[config.mk]
export PLATFORM = sky130hd
export DESIGN_NAME = hazard_ctrl
export DESIGN_NICKNAME = d
export VERILOG_FILES = /design/src/rtl/hazard_pkg.sv /design/src/rtl/hc_lu_cmp.sv /design/src/rtl/hazard_ctrl.sv
export SDC_FILE = /design/constraint.sdc
export NUM_CORES = 1
export LEC_CHECK = 0
export BUFFER_PORTS_ARGS = -buffer_cell sky130_fd_sc_hd__buf_2
export CELL_PAD_IN_SITES_DETAIL_PLACEMENT = 1
export CELL_PAD_IN_SITES_GLOBAL_PLACEMENT = 2
export CORE_MARGIN = 2
export CORE_UTILIZATION = 21
export CTS_CLUSTER_SIZE = 10
export DETAILED_ROUTE_END_ITERATION = 16
export HOLD_SLACK_MARGIN = 0.1
export PLACE_DENSITY_LB_ADDON = 0.1
export SLEW_MARGIN = 20
export SYNTH_ARGS = -nofsm -noshare
export SYNTH_HDL_FRONTEND = slang
export SYNTH_SLANG_ARGS = --single-unit
[constraint.sdc]
create_clock -name clk_HC -period 2.05 [get_ports clk_HC]
set_input_delay 0.41 -clock clk_HC [delete_from_list [all_inputs] [get_ports clk_HC]]
set_output_delay 0.41 -clock clk_HC [all_outputs]
set_load 0.05 [all_outputs]
[src/rtl/hazard_pkg.sv]
// Shared types and constants for the ID/EX hazard controller and its comparator.
package hazard_pkg;

    typedef enum logic [1:0] {
        RUN      = 2'd0,
        MEM_WAIT = 2'd1,
        ERR      = 2'd2
    } hc_state_t;

    localparam logic [4:0] REG_ZERO        = 5'd0;
    localparam int         MEM_TIMEOUT_DEF = 15;

endpackage

[src/rtl/hc_lu_cmp.sv]
// Load-use comparator: flags an ID-stage read of the register a load in EX is about to write.
module hc_lu_cmp
    import hazard_pkg::*;
(
    input  logic       i_ex_memread,
    input  logic [4:0] i_ex_rt,
    input  logic [4:0] i_id_rs,
    input  logic [4:0] i_id_rt,
    input  logic       i_id_uses_rs,
    input  logic       i_id_uses_rt,
    output logic       o_lu
);

    logic w_rs_hit;
    logic w_rt_hit;

    assign w_rs_hit = i_id_uses_rs && (i_id_rs == i_ex_rt);
    assign w_rt_hit = i_id_uses_rt && (i_id_rt == i_ex_rt);
    // $zero is never a real dependency, so a load targeting it cannot cause a hazard.
    assign o_lu     = i_ex_memread && (i_ex_rt != REG_ZERO) && (w_rs_hit || w_rt_hit);

endmodule

[src/rtl/hazard_ctrl.sv]
// Pipeline hazard controller: load-use bubbles, branch flushes, MEM-wait freeze with timeout.
// Optional statistics counters are enabled with the HAZ_STATS_EN macro.
module hazard_ctrl
    import hazard_pkg::*;
#(
    parameter int MEM_TIMEOUT = MEM_TIMEOUT_DEF
`ifdef HAZ_STATS_EN
    , parameter int CNT_W = 16
`endif
) (
    input  logic       clk_HC,
    input  logic       rst_n_HC,
    input  logic [4:0] id_rs,
    input  logic [4:0] id_rt,
    input  logic       id_uses_rs,
    input  logic       id_uses_rt,
    input  logic       ex_memread,
    input  logic [4:0] ex_rt,
    input  logic       ex_branch_taken,
    input  logic       mem_req,
    input  logic       mem_ready,
    output logic       pc_write,
    output logic       ifid_write,
    output logic       ifid_flush,
    output logic       idex_bubble,
    output logic       idex_hold,
    output logic       exmem_hold,
    output logic       err
`ifdef HAZ_STATS_EN
    , output logic [CNT_W-1:0] lu_cnt
    , output logic [CNT_W-1:0] flush_cnt
    , output logic [CNT_W-1:0] memwait_cnt
`endif
);

    localparam int              WC_W   = $clog2(MEM_TIMEOUT + 1);
    localparam logic [WC_W-1:0] WC_MAX = WC_W'(MEM_TIMEOUT);
    localparam logic [WC_W-1:0] WC_ONE = WC_W'(1);

    hc_state_t       r_state;
    hc_state_t       w_state_next;
    logic [WC_W-1:0] r_wait_cnt;
    logic [WC_W-1:0] w_wait_next;
    logic [WC_W-1:0] w_wait_inc;

    logic w_lu;
    logic w_mstall;
    logic w_active;
    logic w_in_err;
    logic w_freeze_mem;
    logic w_flush_fire;
    logic w_lu_fire;

    hc_lu_cmp u_lu_cmp (
        .i_ex_memread (ex_memread),
        .i_ex_rt      (ex_rt),
        .i_id_rs      (id_rs),
        .i_id_rt      (id_rt),
        .i_id_uses_rs (id_uses_rs),
        .i_id_uses_rt (id_uses_rt),
        .o_lu         (w_lu)
    );

    assign w_mstall   = mem_req && !mem_ready;
    assign w_wait_inc = r_wait_cnt + WC_ONE;
    assign w_active   = (r_state == RUN) || (r_state == MEM_WAIT);
    assign w_in_err   = (r_state == ERR);

    // A release cycle out of MEM_WAIT decodes branch/lu exactly like RUN.
    assign w_freeze_mem = w_active && w_mstall;
    assign w_flush_fire = w_active && !w_mstall && ex_branch_taken;
    assign w_lu_fire    = w_active && !w_mstall && !ex_branch_taken && w_lu;

    always_ff @(posedge clk_HC or negedge rst_n_HC) begin
        if (!rst_n_HC) begin
            r_state    <= RUN;
            r_wait_cnt <= '0;
        end else begin
            r_state    <= w_state_next;
            r_wait_cnt <= w_wait_next;
        end
    end

    always_comb begin
        w_state_next = r_state;
        w_wait_next  = r_wait_cnt;
        case (r_state)
            RUN, MEM_WAIT: begin
                if (w_mstall) begin
                    // The RUN cycle that first sees the stall is frozen cycle number one.
                    w_wait_next  = (r_state == RUN) ? WC_ONE : w_wait_inc;
                    w_state_next = (w_wait_next == WC_MAX) ? ERR : MEM_WAIT;
                end else begin
                    w_state_next = RUN;
                    w_wait_next  = '0;
                end
            end
            ERR: begin
                w_state_next = ERR;
            end
            default: begin
                w_state_next = RUN;
                w_wait_next  = '0;
            end
        endcase
    end

    always_comb begin
        pc_write    = 1'b1;
        ifid_write  = 1'b1;
        ifid_flush  = 1'b0;
        idex_bubble = 1'b0;
        idex_hold   = 1'b0;
        exmem_hold  = 1'b0;
        err         = w_in_err;
        if (w_freeze_mem || w_in_err) begin
            pc_write   = 1'b0;
            ifid_write = 1'b0;
            idex_hold  = 1'b1;
            exmem_hold = 1'b1;
        end
        if (w_flush_fire) begin
            ifid_flush  = 1'b1;
            idex_bubble = 1'b1;
        end
        if (w_lu_fire) begin
            pc_write    = 1'b0;
            ifid_write  = 1'b0;
            idex_bubble = 1'b1;
        end
    end

`ifdef HAZ_STATS_EN
    logic [2:0]            w_cnt_inc;
    logic [2:0][CNT_W-1:0] w_cnt;

    assign w_cnt_inc = {w_freeze_mem, w_flush_fire, w_lu_fire};

    for (genvar gi = 0; gi < 3; gi++) begin : g_stat
        logic [CNT_W-1:0] r_cnt;

        always_ff @(posedge clk_HC or negedge rst_n_HC) begin
            if (!rst_n_HC) begin
                r_cnt <= '0;
            end else if (w_cnt_inc[gi] && (r_cnt != {CNT_W{1'b1}})) begin
                r_cnt <= r_cnt + CNT_W'(1);
            end
        end

        assign w_cnt[gi] = r_cnt;
    end

    assign lu_cnt      = w_cnt[0];
    assign flush_cnt   = w_cnt[1];
    assign memwait_cnt = w_cnt[2];
`endif

endmodule

==> impl_metrics.tcl, run 1 <==
set metrics [dict create \
    violations "setup timing" \
    grt_pass1_wl_um 2480 \
    r2r-start "r_wait_cnt[0]" \
    ys_top_cells_by_area "dfrtp_1 32%, xor2_1 17%, a32o_1 6.4%" \
    initial_core_util_pct 21.7 \
    antenna_found_initial 0 \
    p_leak_nw 0.396 \
    fp.dieH_um 51.1 \
    layout_setup_ws_ns -0.114 \
    synthesis.area_um2 467 \
    synth_nets 72 \
    slew_violations 0 \
    yosysTopAreaCell "dfrtp_1" \
    netlist_instances 48 \
    tightest_slew_ns 0.563 \
    hold_path.class "in2async" \
    crit_type "in2out" \
    ir_drop_mv 0.333 \
    postSynth.asyncResetShare_pct 100 \
    critPathLaunch "id_rs[1]" \
    synth.avg_cell_area_um2 9.72 \
    dp.cells 108 \
    clock-sinks 6 \
    rsz0062_at_grt "true" \
    port_buffers 29 \
    path_delay_family "compound AO/OA/AOI/OAI gates" \
    finalHoldViolCount 0 \
    first_pass_iters 3 \
    grt.total_usage_pct 13.0 \
    start_kind "input pin" \
    clockRootBuffer "clkbuf_4" \
    vias 494 \
    grt_max_degree 7 \
    grt_pass1_vias 536 \
    tritoncts "done" \
    synth_top_area_share_pct 32.2 \
    antennaDiodeCount 0 \
    rows 17 \
    ios 30 \
    dieArea_mm2 0.00262 \
    worstPathRequired_ns 1.64 \
    clkSlewWorstSetupHoldPaths_ns 0.05 \
    p_per_area_mw_per_mm2 456 \
    grt-ovfl-total 0 \
    stdcell_count 112 \
    end_kind "output pin" \
    crit_path_cell_trace "buf_6, xor2_2, nor4_2, a32oi_2, o311a_4, buf_8" \
    period_minus_slack_ns 2.16 \
    status "complete, but fails checks" \
    r2r_setup_slack_ns 0.62 \
    maxSlewHeadroom_pct 62.4 \
    yosys_register_bits 6 \
    worstPathBufferInverterCount 2 \
    clk_path_buf_depth 2 \
    core-area_mm2 0.00215 \
    post-cts-setup-buffers 0 \
    layout-drive-gt1-share_pct 52.4 \
    avgViaCountPerCell 4.41 \
    ys.flop_type "dfrtp_1" \
    drv_cap 0 \
    area_delta_synth_final_pct 68.6 \
    ant_nets 0 \
    yosysMostFrequentCell "xor2_1" \
    initialDrtViolationCount 5 \
    cp_slowest_cell "o311a_4" \
    clk_latency_ns 0.24 \
    hpwlAfterDp_um 1240 \
    cts_max_level 1 \
    die_x_um 51.1 \
    wl_per_cell_um 13.5 \
    power_w 0.000359 \
    synth_common_cells "9 x xor2_1, 6 x dfrtp_1, 3 x a32o_1, 3 x xnor2_1" \
    clock-skew-final_ns 0.00130 \
    ys_seq_area_share_pct 32.2 \
    synth.distinct_cells 27 \
    gp_congestion 0.714 \
    arrival_ns 1.75 \
    nNetsFinal 110 \
    yosysWarnings 0 \
    numCtsBuffers 3 \
    fmax_ghz 0.462 \
    drc 0 \
    cpPeakStageDelay_ns 0.40 \
    wl_um 1520 \
    period_share_pct 106 \
    synth_edf_count 0 \
    cp_max_fo 2 \
    finalSetupViolCount 3 \
]
## cell type report
cell class	count	area [um^2]
Clock buffer	3	22.5
Tap cell	28	35.0
Fill cell	267	1360
Multi-Input combinational cell	38	334
Inverter	2	7.51
Timing Repair Buffer	35	238
Sequential cell	6	150
## sequential cells by signal (all words and copies together) (netlist names)
register / cells
r_wait_cnt: 4
r_state: 2
## metrics by stage
stage	area [um^2]	TNS, ns	worst slack, ns	utilization [%]	hold WS (ns)
global placement	684	-0.452	-0.163	31.9	0.243
CTS	773	-0.300	-0.119	36.0	0.527
detailed placement	684	-0.447	-0.160	31.9	0.246
global route	787	-0.429	-0.169	36.6	0.539
floorplan	482	-0.0588	-0.0588	-	0.114
finish	787	-0.275	-0.114	36.6	0.527
## worst paths after layout
path	to	depth (start not counted)
hold / removal	r_wait_cnt[2]	2
setup reg to reg	r_state[1]	5
max in group asynchronous	r_wait_cnt[3]	2
min in group clk_HC	r_wait_cnt[1]	1
setup / recovery	pc_write	6
hold reg to reg	r_wait_cnt[1]	1
## report_power, final
part | leakage (nW) | internal [W] | switching [W]
Clock | 0.0138 | 0.0000663 | 0.0000434
Combinational | 0.300 | 0.0000579 | 0.0000668
Sequential | 0.0817 | 0.000121 | 0.00000349
Total | 0.396 | 0.000245 | 0.000114
## worst reg2reg max path, stage by stage (launching register included)
cell and delay, ns:
dfrtp_1 0.43, ha_1 0.23, xor2_1 0.20, nand3_1 0.11, nor3_1 0.26, a21o_1 0.15
## kinds of logic (layout without fill, tap and decap cells)
| family | Yosys count | after routing | share of synthesized area [%] |
|---|---|---|---|
| simple gates | 15 | 15 | 19.8 |
| buf+inv | 4 | 40 | 4.83 |
| flops | 6 | 6 | 32.2 |
| fa+ha+maj | 1 | 1 | 2.68 |
| xor+xnor | 12 | 12 | 22.5 |
| compound gates | 10 | 10 | 18.0 |
## repair_timing
action | in CTS | in global routing
hold buffers | 1 | 0
setup endpoints to repair | 3 | 3
gates resized for setup | 15 | 2
pin swaps | 6 | 4
endpoints found under the hold margin | 6 | 0
## cells in the final DEF (no fill, tap or decap), types with 2 or more instances in the layout
cell type  Yosys  layout
a32o_1         3       3
buf_2          0      23
buf_4          2       5
buf_6          0       4
buf_8          0       2
clkbuf_4       0       3
dfrtp_1        6       6
inv_1          2       2
nand3_1        2       2
nor2_1         2       2
nor4_2         1       2
xnor2_1        3       3
xor2_1         9       8
## layer usage
metal	wire length [um]	GRT usage, %	vias up
li1	-	-	246
met2	867	23.8	10
met1	582	14.3	236
met5	0	0	-
met3	52	3.80	2
met4	14	4.05	0
(Power assumes the default switching activity.)
==> run 2: changes to the inputs <==
Settings changed: CORE_UTILIZATION 21 to 23, PLACE_DENSITY_LB_ADDON 0.1 to 0.25.
Clock period 2.05 ns to 2.7 ns, I/O delays scaled along.
==> impl_metrics.tcl, run 2 (synthesis results as in run 1) <==
set metrics [dict create \
    status "finished clean" \
    initial_core_util_pct 24.0 \
    cp_common_cell "buf_2" \
    p_comb_share_pct 29.7 \
    slew_violations 0 \
    clkSlewWorstSetupHoldPaths_ns 0.04 \
    first_pass_iters 3 \
    clk_latency_ns 0.24 \
    wl_per_cell_um 10.5 \
    top_regs "r_wait_cnt (4), r_state (2)" \
    grt_max_degree 7 \
    seqPwrFrac_pct 38.6 \
    grt-ovfl-total 0 \
    holdWs_ns 0.540 \
    finalSetupViolCount 0 \
    port_buffers 29 \
    p_sw_share_pct 30.1 \
    antennaDiodeCount 0 \
    gp_congestion 0.709 \
    die_x_um 49.0 \
    initialDrtViolationCount 5 \
    fin_setup_tns_ns 0 \
    cp_max_fo 3 \
    rows 16 \
    largest_register "r_wait_cnt" \
    end_kind "output pin" \
    fmax_ghz 0.417 \
    internal-power_w 0.000171 \
    core-area_mm2 0.00194 \
    p_leak_nw 0.342 \
    maxSlewHeadroom_pct 68.5 \
    cp_slowest_cell "or4_1" \
    stdcell_count 106 \
    tritoncts "done" \
    layout_commonest_cell "buf_2" \
    crit_type "in2out" \
    arrival_ns 1.86 \
    ant_nets 0 \
    hold_path.class "reg2reg" \
    period_share_pct 88.9 \
    layout_common_cells "29 x buf_2, 9 x xor2_1, 6 x dfrtp_1" \
    hpwlAfterDp_um 992 \
    avgViaCountPerCell 4.42 \
    tightest_slew_ns 0.471 \
    cpPeakStageDelay_ns 0.52 \
    worstPathRequired_ns 2.16 \
    rsz0062_at_grt "false" \
    numCtsBuffers 3 \
    ir_drop_mv 0.139 \
    dp.cells 102 \
    ctsHoldBuffers 0 \
    vias 469 \
    start_kind "input pin" \
    drc 0 \
    drv_cap 0 \
    path_delay_family "simple AND/OR/NAND/NOR gates" \
    antenna_found_initial 0 \
    clock-sinks 6 \
    clock-skew-final_ns 0.00134 \
    largest_register_ffs 4 \
    fp.dieH_um 49.0 \
    grt_pass1_wl_um 1960 \
    pwr-share-clk_pct 31.8 \
    crit_path_cell_trace "buf_2, or4_1, o211ai_1, o311a_1, buf_2" \
    p_per_area_mw_per_mm2 370 \
    fillers 249 \
    ios 30 \
    wl_um 1120 \
    cts_max_level 1 \
    cts_resized 0 \
    period_minus_slack_ns 2.40 \
    layout-drive-gt1-share_pct 41.8 \
    nNetsFinal 105 \
    post-cts-setup-buffers 0 \
    area_delta_synth_final_pct 42.1 \
    p_switching_w 0.0000739 \
    finalHoldViolCount 0 \
    dieArea_mm2 0.00241 \
    grt.total_usage_pct 11.1 \
    clk_path_buf_depth 2 \
    clockRootBuffer "clkbuf_4" \
    worstPathBufferInverterCount 2 \
    grt_pass1_vias 481 \
]
## run 2: area by class of cell
class	count	area (um^2)	share of cell area [%]
clock buffers	3	22.5	3.40
inverters	2	7.51	1.13
multi-input cells	38	294	44.3
flip-flops and latches	6	150	22.6
well taps	27	33.8	5.09
repair buffers	30	155	23.4
## run 2: worst register-to-register path, cell delays in order (launching register included)
cell and delay (ns):
dfrtp_1 0.42, ha_1 0.23, xor2_1 0.18, nand3_1 0.10
nor3_1 0.22, a21o_1 0.14
## run 2: per-layer routing
layer | track usage [%] | share of wire, %
met5 | 0 | 0
met2 | 17.4 | 51
met1 | 11.8 | 40
met3 | 3.68 | 7.1
met4 | 10.0 | 1.7
## run 2: stage by stage
stage	area (um^2)	total power (W)	util (%)	worst slack [ns]
final	663	0.000245	34.1	0.300
after global placement	631	0.000168	32.5	0.295
after floorplan	467	0.000140	-	0.125
after CTS	653	0.000250	33.6	0.288
after detailed placement	631	0.000169	32.5	0.290
after global routing	663	0.000266	34.1	0.222
## run 2: worst paths after layout
check,from,endpoint,slack (ns),depth (start not counted)
min reg2reg,r_wait_cnt[2],r_wait_cnt[2],0.54,1
min,r_wait_cnt[2],r_wait_cnt[2],0.54,1
max in group asynchronous,rst_n_HC,r_wait_cnt[3],1.92,2
min in group asynchronous,rst_n_HC,r_state[1],0.65,2
max,ex_rt[1],ifid_write,0.30,5
max reg2reg,r_wait_cnt[0],r_state[1],1.35,5
## run 2: power groups by stage
stage / clock network [W] / registers, W / logic (W)
5_1_grt: 0.0000909 / 0.0000948 / 0.0000798
3_5_place_dp: 0 / 0.0000958 / 0.0000729
2_1_floorplan: 0 / 0.0000951 / 0.0000446
3_3_place_gp: 0 / 0.0000959 / 0.0000725
4_1_cts: 0.0000825 / 0.0000945 / 0.0000730
6_report: 0.0000779 / 0.0000945 / 0.0000728
==> run 3: changes to the inputs <==
Settings changed: CORE_UTILIZATION 23 to 19, HOLD_SLACK_MARGIN 0.1 to 0.05.
Clock period 2.7 ns to 2.2 ns, I/O delays scaled along.
==> impl_metrics.tcl, run 3 (synthesis results as in run 1) <==
set metrics [dict create \
    numCtsBuffers 3 \
    p_leak_nw 0.374 \
    clock-sinks 6 \
    initialDrtViolationCount 1 \
    reg2reg_to "r_state[1]" \
    initial_core_util_pct 20.5 \
    clock-skew-final_ns 0.00170 \
    arrival_ns 1.76 \
    clk_latency_ns 0.24 \
    gp_congestion 0.673 \
    stdcell_count 110 \
    tightest_slew_ns 0.517 \
    avgViaCountPerCell 4.54 \
    worstPathRequired_ns 1.76 \
    clkSlewWorstSetupHoldPaths_ns 0.04 \
    antennaDiodeCount 0 \
    crit_type "in2out" \
    fmax_ghz 0.455 \
    first_pass_iters 4 \
    hold_path.class "in2async" \
    period_share_pct 100 \
    ant_nets 0 \
    layout-drive-gt1-share_pct 47.6 \
    area_delta_synth_final_pct 58.7 \
    post-cts-setup-buffers 0 \
    finalSetupViolCount 0 \
    reg2regPathDepth 5 \
    ios 30 \
    holdWs_ns 0.549 \
    layout_commonest_cell "buf_2" \
    top_regs "r_wait_cnt (4), r_state (2)" \
    largest_register "r_wait_cnt" \
    start_kind "input pin" \
    rows 17 \
    r2r_setup_slack_ns 0.84 \
    wl_um 1310 \
    grt_pass1_wl_um 2130 \
    maxSlewHeadroom_pct 65.4 \
    status "finished clean" \
    nNetsFinal 108 \
    clockRootBuffer "clkbuf_4" \
    end_kind "output pin" \
    ir_drop_mv 0.177 \
    p_per_area_mw_per_mm2 428 \
    critPathLaunch "id_rs[1]" \
    grt.total_usage_pct 10.4 \
    grt_pass1_vias 520 \
    hpwlAfterDp_um 1140 \
    vias 499 \
    die_x_um 53.6 \
    period_minus_slack_ns 2.20 \
    clk_path_buf_depth 2 \
    r2r-start "r_wait_cnt[0]" \
    largest_register_ffs 4 \
    cts_max_level 1 \
    slew_violations 0 \
    cp_max_fo 2 \
    dieArea_mm2 0.00287 \
    dp.cells 106 \
    drc 0 \
    tritoncts "done" \
    drv_cap 0 \
    fillers 276 \
    core-area_mm2 0.00228 \
    finalHoldViolCount 0 \
    grt_max_degree 7 \
    grt-ovfl-total 0 \
    layout_common_cells "24 x buf_2, 8 x xor2_1, 6 x dfrtp_1" \
    rsz0062_at_grt "true" \
    port_buffers 29 \
    antenna_found_initial 0 \
    fp.dieH_um 53.6 \
    wl_per_cell_um 11.9 \
]
==> run 3: how the worst max path moves through the flow <==
stage / endpoint / slack (ns) / cells after the start
finish: ifid_write / 0.0004 / 6
floorplan: pc_write / 0.004 / 4
global placement: pc_write / -0.05 / 6
CTS: ifid_write / -0.01 / 6
global route: ifid_write / -0.07 / 6
detailed placement: ifid_write / -0.05 / 6
==> run 3: area by class of cell <==
cell class	instances	area [um^2]	area share (%)
multi-input combinational	38	309	41.7
sequential	6	150	20.3
timing repair buffer	33	216	29.2
tap	28	35.0	4.73
inverter	2	7.51	1.01
clock buffer	3	22.5	3.04
==> run 3: critical path: stages <==
cell and delay, ns:
buf_6 0.10, xor2_2 0.17, nor4_2 0.29, a32oi_1 0.17
o311a_2 0.43, buf_6 0.17
==> run 3: power by group <==
part | leakage [nW] | switching [W] | internal (W) | total (W)
Combinational | 0.278 | 0.0000583 | 0.0000479 | 0.000106
Clock | 0.0138 | 0.0000335 | 0.0000613 | 0.0000948
Sequential | 0.0817 | 0.00000315 | 0.000113 | 0.000116
Total | 0.374 | 0.0000949 | 0.000222 | 0.000317
==> run 3: per-stage QoR <==
stage	instance area [um^2]	worst slack, ns	TNS, ns	util [%]	total power (W)
3_5_place_dp	656	-0.0451	-0.0893	28.8	0.000212
5_1_grt	741	-0.0704	-0.136	32.5	0.000341
6_report	741	0.000398	0	32.5	0.000317
4_1_cts	722	-0.0138	-0.0233	31.7	0.000323
2_1_floorplan	468	0.00429	0	-	0.000172
3_3_place_gp	656	-0.0453	-0.0906	28.8	0.000212
==> run 3: what timing repair did <==
item	4_1_cts	5_1_grt
hold endpoints to repair	6	0
pin swaps	2	2
gates resized for setup	9	4
setup endpoints to repair	2	2
hold buffers	1	0
==> run 3: per-layer routing <==
layer / routed length (um) / track usage (%) / vias to the layer above
met5: 0 / 0 / -
met4: 0 / 3.85 / 0
met3: 85 / 2.50 / 0
met2: 674 / 17.1 / 17
met1: 548 / 13.2 / 238
li1: - / - / 244
